**config.mk**
```make
export PLATFORM = sky130hd
export DESIGN_NAME = fetch_sequencer_flat
export DESIGN_NICKNAME = d
export VERILOG_FILES = /design/src/rtl/fetch_pkg.sv /design/src/rtl/fetch_sequencer_if.sv /design/src/rtl/fetch_sequencer_queue.sv /design/src/rtl/fetch_sequencer.sv /design/src/flat_wrapper.sv
export SDC_FILE = /design/constraint.sdc
export NUM_CORES = 1
export LEC_CHECK = 0
export ABC_AREA = 1
export BUFFER_PORTS_ARGS = -buffer_cell sky130_fd_sc_hd__buf_2
export CAP_MARGIN = 25
export CELL_PAD_IN_SITES_DETAIL_PLACEMENT = 2
export CELL_PAD_IN_SITES_GLOBAL_PLACEMENT = 2
export CORE_ASPECT_RATIO = 2
export CORE_UTILIZATION = 30
export DETAILED_ROUTE_END_ITERATION = 10
export PLACE_DENSITY = 0.87
export SYNTH_ARGS = -nofsm -noshare
export SYNTH_HDL_FRONTEND = slang
export SYNTH_SLANG_ARGS = --single-unit
```
**constraint.sdc**
```tcl
create_clock -name clk -period 5.3 [get_ports clk]
set_clock_uncertainty 0.1 [all_clocks]
set_input_delay 0.265 -clock clk [delete_from_list [all_inputs] [get_ports clk]]
set_output_delay 0.265 -clock clk [all_outputs]
set_load 0.02 [all_outputs]
```
**src/rtl/fetch_pkg.sv**
```systemverilog
// Shared types and defaults for the fetch sequencer: FSM states, the queued
// fetch entry and the default datapath/queue sizes.
package fetch_pkg;

  localparam int FETCH_XLEN     = 32;
  localparam int FETCH_FQ_DEPTH = 2;

  typedef enum logic [1:0] {
    REQ,
    WAIT,
    DRAIN
  } fetch_state_e;

  typedef struct packed {
    logic [FETCH_XLEN-1:0] pc;
    logic [FETCH_XLEN-1:0] inst;
  } fetch_entry_t;

endpackage

```
**src/rtl/fetch_sequencer_if.sv**
```systemverilog
// Instruction-memory request/response bus. The fetch sequencer is the master;
// the memory (or a bench model of it) is the slave.
interface fetch_imem_if #(
  parameter int XLEN = 32
);

  logic            req_valid;
  logic            req_ready;
  logic [XLEN-1:0] req_addr;
  logic            rsp_valid;
  logic [XLEN-1:0] rsp_data;

  modport master (
    output req_valid, req_addr,
    input  req_ready, rsp_valid, rsp_data
  );

  modport slave (
    input  req_valid, req_addr,
    output req_ready, rsp_valid, rsp_data
  );

endinterface

```
**src/rtl/fetch_sequencer_queue.sv**
```systemverilog
// Small circular FIFO of fetched instructions toward decode. Flush empties it
// and takes priority over a push or pop in the same cycle.
module fetch_queue
  import fetch_pkg::*;
#(
  parameter int  DEPTH   = FETCH_FQ_DEPTH,
  parameter type entry_t = fetch_entry_t,
  localparam int CNT_W   = $clog2(DEPTH + 1),
  localparam int PTR_W   = (DEPTH > 1) ? $clog2(DEPTH) : 1
) (
  input  logic             clk,
  input  logic             rst,
  input  logic             push_i,
  input  entry_t           entry_i,
  input  logic             pop_i,
  input  logic             flush_i,
  output logic [CNT_W-1:0] count_o,
  output entry_t           head_o
);

  entry_t           mem_q [DEPTH];
  logic [PTR_W-1:0] wr_ptr_q, wr_ptr_d;
  logic [PTR_W-1:0] rd_ptr_q, rd_ptr_d;
  logic [CNT_W-1:0] count_q, count_d;
  logic             do_push, do_pop;

  function automatic logic [PTR_W-1:0] next_ptr(input logic [PTR_W-1:0] ptr);
    return (ptr == PTR_W'(DEPTH - 1)) ? '0 : ptr + PTR_W'(1);
  endfunction

  assign do_push = push_i & ~flush_i;
  assign do_pop  = pop_i & ~flush_i & (count_q != '0);

  // NOTE: every signal driven here gets a default first so no path can infer a latch.
  always_comb begin
    wr_ptr_d = wr_ptr_q;
    rd_ptr_d = rd_ptr_q;
    count_d  = count_q;
    if (flush_i) begin
      wr_ptr_d = '0;
      rd_ptr_d = '0;
      count_d  = '0;
    end else begin
      if (do_push) wr_ptr_d = next_ptr(wr_ptr_q);
      if (do_pop)  rd_ptr_d = next_ptr(rd_ptr_q);
      case ({do_push, do_pop})
        2'b10:   count_d = count_q + CNT_W'(1);
        2'b01:   count_d = count_q - CNT_W'(1);
        default: count_d = count_q;
      endcase
    end
  end

  // NOTE: sequential state uses non-blocking assignments so every register samples pre-edge values.
  always_ff @(posedge clk or posedge rst) begin
    if (rst) begin
      wr_ptr_q <= '0;
      rd_ptr_q <= '0;
      count_q  <= '0;
    end else begin
      wr_ptr_q <= wr_ptr_d;
      rd_ptr_q <= rd_ptr_d;
      count_q  <= count_d;
    end
  end

  // NOTE: storage is deliberately not reset; count gates every read, so stale words are never visible.
  always_ff @(posedge clk) begin
    if (do_push) mem_q[wr_ptr_q] <= entry_i;
  end

  assign count_o = count_q;
  assign head_o  = mem_q[rd_ptr_q];

endmodule

```
**src/rtl/fetch_sequencer.sv**
```systemverilog
// Fetch sequencer: one outstanding imem read at a time, PC increment/branch
// pulses, redirect handling with flush/drain, and a fetch queue toward decode.
module fetch_sequencer
  import fetch_pkg::*;
#(
  parameter int XLEN     = FETCH_XLEN,
  parameter int FQ_DEPTH = FETCH_FQ_DEPTH
) (
  input  logic            clk,
  input  logic            rst,
  input  logic [XLEN-1:0] pc_i,
  output logic            pc_increment_en_o,
  output logic            pc_branch_en_o,
  output logic [XLEN-1:0] pc_branch_offset_o,
  fetch_imem_if.master    imem,
  input  logic            redirect_valid_i,
  input  logic [XLEN-1:0] redirect_offset_i,
  output logic            inst_valid_o,
  input  logic            inst_ready_i,
  output logic [XLEN-1:0] inst_data_o,
  output logic [XLEN-1:0] inst_pc_o
);

  localparam int CNT_W = $clog2(FQ_DEPTH + 1);

  typedef struct packed {
    logic [XLEN-1:0] pc;
    logic [XLEN-1:0] inst;
  } entry_t;

  fetch_state_e    state_q, state_d;
  logic [XLEN-1:0] req_pc_q, req_pc_d;
  logic [CNT_W-1:0] count;
  entry_t          head, entry_in;
  logic            can_req, req_valid, incr, branch, push, pop, flush;

  assign can_req  = (count < CNT_W'(FQ_DEPTH));
  assign entry_in = '{pc: req_pc_q, inst: imem.rsp_data};

  // A redirect wins over everything; a response arriving with it is dropped.
  always_comb begin
    state_d   = state_q;
    req_pc_d  = req_pc_q;
    req_valid = 1'b0;
    incr      = 1'b0;
    branch    = 1'b0;
    push      = 1'b0;
    flush     = 1'b0;
    if (redirect_valid_i) begin
      branch = 1'b1;
      flush  = 1'b1;
      case (state_q)
        WAIT, DRAIN: state_d = imem.rsp_valid ? REQ : DRAIN;
        default:     state_d = REQ;
      endcase
    end else begin
      case (state_q)
        REQ: begin
          req_valid = can_req;
          if (can_req && imem.req_ready) begin
            req_pc_d = pc_i;
            state_d  = WAIT;
          end
        end
        WAIT: if (imem.rsp_valid) begin
          push    = 1'b1;
          incr    = 1'b1;
          state_d = REQ;
        end
        DRAIN:   if (imem.rsp_valid) state_d = REQ;
        default: state_d = REQ;
      endcase
    end
  end

  always_ff @(posedge clk or posedge rst) begin
    if (rst) begin
      state_q  <= REQ;
      req_pc_q <= '0;
    end else begin
      state_q  <= state_d;
      req_pc_q <= req_pc_d;
    end
  end

  fetch_queue #(
    .DEPTH   (FQ_DEPTH),
    .entry_t (entry_t)
  ) u_queue (
    .clk     (clk),
    .rst     (rst),
    .push_i  (push),
    .entry_i (entry_in),
    .pop_i   (pop),
    .flush_i (flush),
    .count_o (count),
    .head_o  (head)
  );

  // Combinational outputs are forced low while reset is held.
  assign imem.req_valid     = req_valid & ~rst;
  assign imem.req_addr      = rst ? '0 : pc_i;
  assign pc_increment_en_o  = incr & ~rst;
  assign pc_branch_en_o     = branch & ~rst;
  assign pc_branch_offset_o = rst ? '0 : redirect_offset_i;

  assign inst_valid_o = (count != '0);
  assign pop          = inst_valid_o & inst_ready_i;
  assign inst_data_o  = inst_valid_o ? head.inst : '0;
  assign inst_pc_o    = inst_valid_o ? head.pc : '0;

endmodule
```
**src/flat_wrapper.sv**
```systemverilog
// flat-port wrapper written by rule: the top's interface ports become plain ports
module fetch_sequencer_flat import fetch_pkg::*;
#(
  parameter int XLEN     = FETCH_XLEN,
  parameter int FQ_DEPTH = FETCH_FQ_DEPTH
)
  (clk, rst, pc_i, pc_increment_en_o, pc_branch_en_o, pc_branch_offset_o, redirect_valid_i, redirect_offset_i, inst_valid_o, inst_ready_i, inst_data_o, inst_pc_o, imem_req_valid, imem_req_addr, imem_req_ready, imem_rsp_valid, imem_rsp_data);
  fetch_imem_if #(.XLEN(XLEN)) imem_i ();
  input  logic clk;
  input  logic rst;
  input  logic [XLEN-1:0] pc_i;
  output logic pc_increment_en_o;
  output logic pc_branch_en_o;
  output logic [XLEN-1:0] pc_branch_offset_o;
  input  logic redirect_valid_i;
  input  logic [XLEN-1:0] redirect_offset_i;
  output logic inst_valid_o;
  input  logic inst_ready_i;
  output logic [XLEN-1:0] inst_data_o;
  output logic [XLEN-1:0] inst_pc_o;
  output wire logic [$bits(imem_i.req_valid)-1:0] imem_req_valid;
  output wire logic [$bits(imem_i.req_addr)-1:0] imem_req_addr;
  input wire logic [$bits(imem_i.req_ready)-1:0] imem_req_ready;
  input wire logic [$bits(imem_i.rsp_valid)-1:0] imem_rsp_valid;
  input wire logic [$bits(imem_i.rsp_data)-1:0] imem_rsp_data;
  assign imem_req_valid = imem_i.req_valid;
  assign imem_req_addr = imem_i.req_addr;
  assign imem_i.req_ready = imem_req_ready;
  assign imem_i.rsp_valid = imem_rsp_valid;
  assign imem_i.rsp_data = imem_rsp_data;
  fetch_sequencer #(.XLEN(XLEN), .FQ_DEPTH(FQ_DEPTH)) u_core (.clk(clk), .rst(rst), .pc_i(pc_i), .pc_increment_en_o(pc_increment_en_o), .pc_branch_en_o(pc_branch_en_o), .pc_branch_offset_o(pc_branch_offset_o), .imem(imem_i), .redirect_valid_i(redirect_valid_i), .redirect_offset_i(redirect_offset_i), .inst_valid_o(inst_valid_o), .inst_ready_i(inst_ready_i), .inst_data_o(inst_data_o), .inst_pc_o(inst_pc_o));
endmodule
```
==> qor.txt <==
Max FO, Critical Path -> 65
fraction of final layout cells sized beyond drive strength 1 -> 30.4%
WP data arrival -> 2.76 ns
critical path's top delay family -> buffers and inverters
DIE HEIGHT -> 216 um
Hold Crit Class -> primary input to flip-flop
die area -> 23500 um^2
hold slack -> 0.0137 ns
GRT Overall Usage -> 18.5%
via count -> 5496
I/O pins -> 234
Synth Register Bits -> 166
GRT Residual Overflow -> 0
final-report max-slew violation count -> 0
slowest stage cell on the critical path -> buf_4
CTS buffer count -> 17
clock slew seen by the registers of the worst setup and hold paths -> 0.07 ns
Post-synth top flop -> edfxtp_1
crit-path cells -> buf_4 -> inv_2 -> buf_4 -> nand2_1 -> a21oi_1 -> buf_2
CTS sink count -> 166
share of flip-flops with an asynchronous set or reset -> 22.9%
FILL cells -> 2388
worst slew pin tran -> 0.934 ns
antenna-violating nets left -> 0
MaxCap Viol Count -> 0
initial core utilization -> 30.8%
global-route wire length before repair -> 32500 um
WP data required -> 4.93 ns
residual DRC count -> 0
Critical Path Most Common Cell -> buf_4
RSZ-0062 raised after global routing -> false
IO buf count -> 233
most frequent cells after synthesis -> nand2_1 (175), edfxtp_1 (128), inv_1 (76), nor2_1 (70), a21oi_1 (64)
Max Fclk -> 320 MHz
area share of fa/ha/maj cells after synthesis -> 0.548%
Ys Warns -> 0
Setup CP Type -> flip-flop to output pin
Syn Inst Count -> 638
VDD IR-drop max -> 206 uV
H-tree depth -> 4
P per Cell Area -> 354 nW/um^2
Avg Cell Area, Syn -> 10.7 um^2
post-CTS sizing -> 0
Synth Area in Simple Gates -> 14.6%
post-synthesis mux area share -> 0%
vias in the first global route -> 6198
largest net degree at the start of global routing -> 66
Critical Path Start Type -> flip-flop
Post-Synthesis Cell Area -> 6850 um^2
number of DRC markers in iteration 0 -> 140
vias per std cell -> 4.62
critical path endpoint category -> output pin
CTS root buf -> clkbuf_16
drt pass-1 iters -> 6
initial antenna violation count -> 1
sequential area share after synthesis -> 70.0%
period utilization -> 59.0%
Static Leak -> 4.31 nW
Detailed Place HPWL -> 14400 um
Pwr Total -> 3.25 mW
number of cell rows -> 77
synth top area cells -> edfxtp_1 (56%), dfrtp_1 (14%), nand2_1 (9.6%)
Compound-Gate Fraction of Synth Area -> 7.32%
WL final -> 21200 um
Crit path buffers/inverters -> 4
area share of the largest cell type after synthesis -> 56.1%
fin area -> 9190 um^2
synthesized net count -> 743
XOR/XNOR Fraction of Synth Area -> 0%
final hold viol count -> 0
RD Place Congestion -> 0.748
outcome -> finished, final reports clean
Placed Area -> 8200 um^2
Register Area -> 4800 um^2
r2r setup slk -> 2.57 ns
worst skew pair latency -> 0.42 ns
Yosys cell types -> 19
worst setup slack after layout -> 2.18 ns
Worst slew margin -> 37.6%
CTS tree -> yes
area grow syn2layout -> 34.1%
Setup violations, final -> 0
largest family of logic cells by synthesized area -> simple AND/OR/NAND/NOR gates
Largest stage delay, worst path -> 0.52 ns
Post-Place Worst Slack -> 2.52 ns
wire length per cell -> 17.8 um
Period minus WS final -> 3.12 ns
area taken by multi-input logic gates -> 1560 um^2
Core ar. -> 22300 um^2
Post-CTS Setup Inserts -> 0
top-count cell post-synth -> nand2_1
Max Buffers Root-to-Sink -> 2
TNS Setup -> 0 ns
Final nets -> 1005
Post-synth EDFFs -> 128
post-synth top area cell -> edfxtp_1
die width -> 109 um
==> layout by cell type, fill, tap and decap left out, types with 2 or more instances in the layout <==
cell	n
a21oi_1	64
buf_2	233
buf_4	6
clkbuf_16	18
clkinv_2	2
clkinv_4	3
dfrtp_1	37
dlygate4sd3_1	40
edfxtp_1	128
ha_1	3
inv_1	74
inv_2	2
inv_6	5
inv_8	2
nand2_1	175
nand3_1	6
nand4_1	2
nor2_1	67
nor2_4	4
nor3_1	2
o21ai_1	34
==> worst register-to-register path: stages (launching register included) <==
cell and delay (ns):
dfrtp_1 0.38, inv_1 0.08, ha_1 0.14, nand2_1 0.09, inv_1 0.09, nand2_1 0.14, nor2_4 0.75, buf_4 0.58
==> routing by layer <==
metal / wire (um) / vias up / global-route usage, %
met5: 0 / - / 0
li1: - / 2598 / -
met2: 12200 / 165 / 35.7
met3: 769 / 33 / 3.02
met4: 644 / 0 / 9.28
met1: 7580 / 2700 / 18.0
==> state kept, by name, indices dropped and copies added, names as in the netlist <==
register                 count
u_core.req_pc_q             32
u_core.state_q               2
u_core.u_queue.count_o       2
u_core.u_queue.mem_q       128
u_core.u_queue.rd_ptr_q      1
u_core.u_queue.wr_ptr_q      1
==> layout make-up <==
cell class	count	area share (%)
antenna	1	0.0272
clock buffer	18	4.90
clock inverter	14	1.48
inverter	76	3.10
multi-input combinational	360	17.0
sequential	166	52.2
tap	276	3.76
timing repair buffer	279	17.5
==> repair_timing <==
item	4_1_cts	5_1_grt
hold buffers	40	0
hold endpoints to repair	72	0
setup endpoints to repair	0	0
==> report_power, final <==
group	internal, mW	leakage, nW	total (mW)	switching [mW]
registers	1.54	1.64	1.60	0.0654
logic	0.148	2.38	0.426	0.278
clock network	0.688	0.292	1.22	0.531
==> per-stage QoR <==
step           cells  utilization (%)
5_1_grt         1190             41.3
6_report        1190             41.3
3_5_place_dp    1117             36.8
3_3_place_gp    1117             36.8
4_1_cts         1189             41.3
2_1_floorplan    638                -
==> final timing paths <==
kind / start / endpoint / depth (start not counted)
worst max-delay path: u_core.u_queue.rd_ptr_q / inst_data_o[29] / 6
worst min-delay path: pc_i[10] / u_core.req_pc_q[10] / 3
worst max register to register: u_core.state_q[1] / u_core.u_queue.mem_q[0][60] / 7
worst min register to register: u_core.req_pc_q[29] / u_core.u_queue.mem_q[1][61] / 0
max in group asynchronous: rst / u_core.u_queue.rd_ptr_q / 3
min in group asynchronous: rst / u_core.req_pc_q[2] / 3
==> kinds of logic (layout without fill, tap and decap cells) <==
logic type | Yosys count | count (layout)
buf+inv | 112 | 387
fa+ha+maj | 3 | 3
flops | 166 | 166
compound gates | 100 | 100
simple gates | 257 | 257
other cells | 0 | 1
Note: power is estimated with default switching activity, not from simulation.
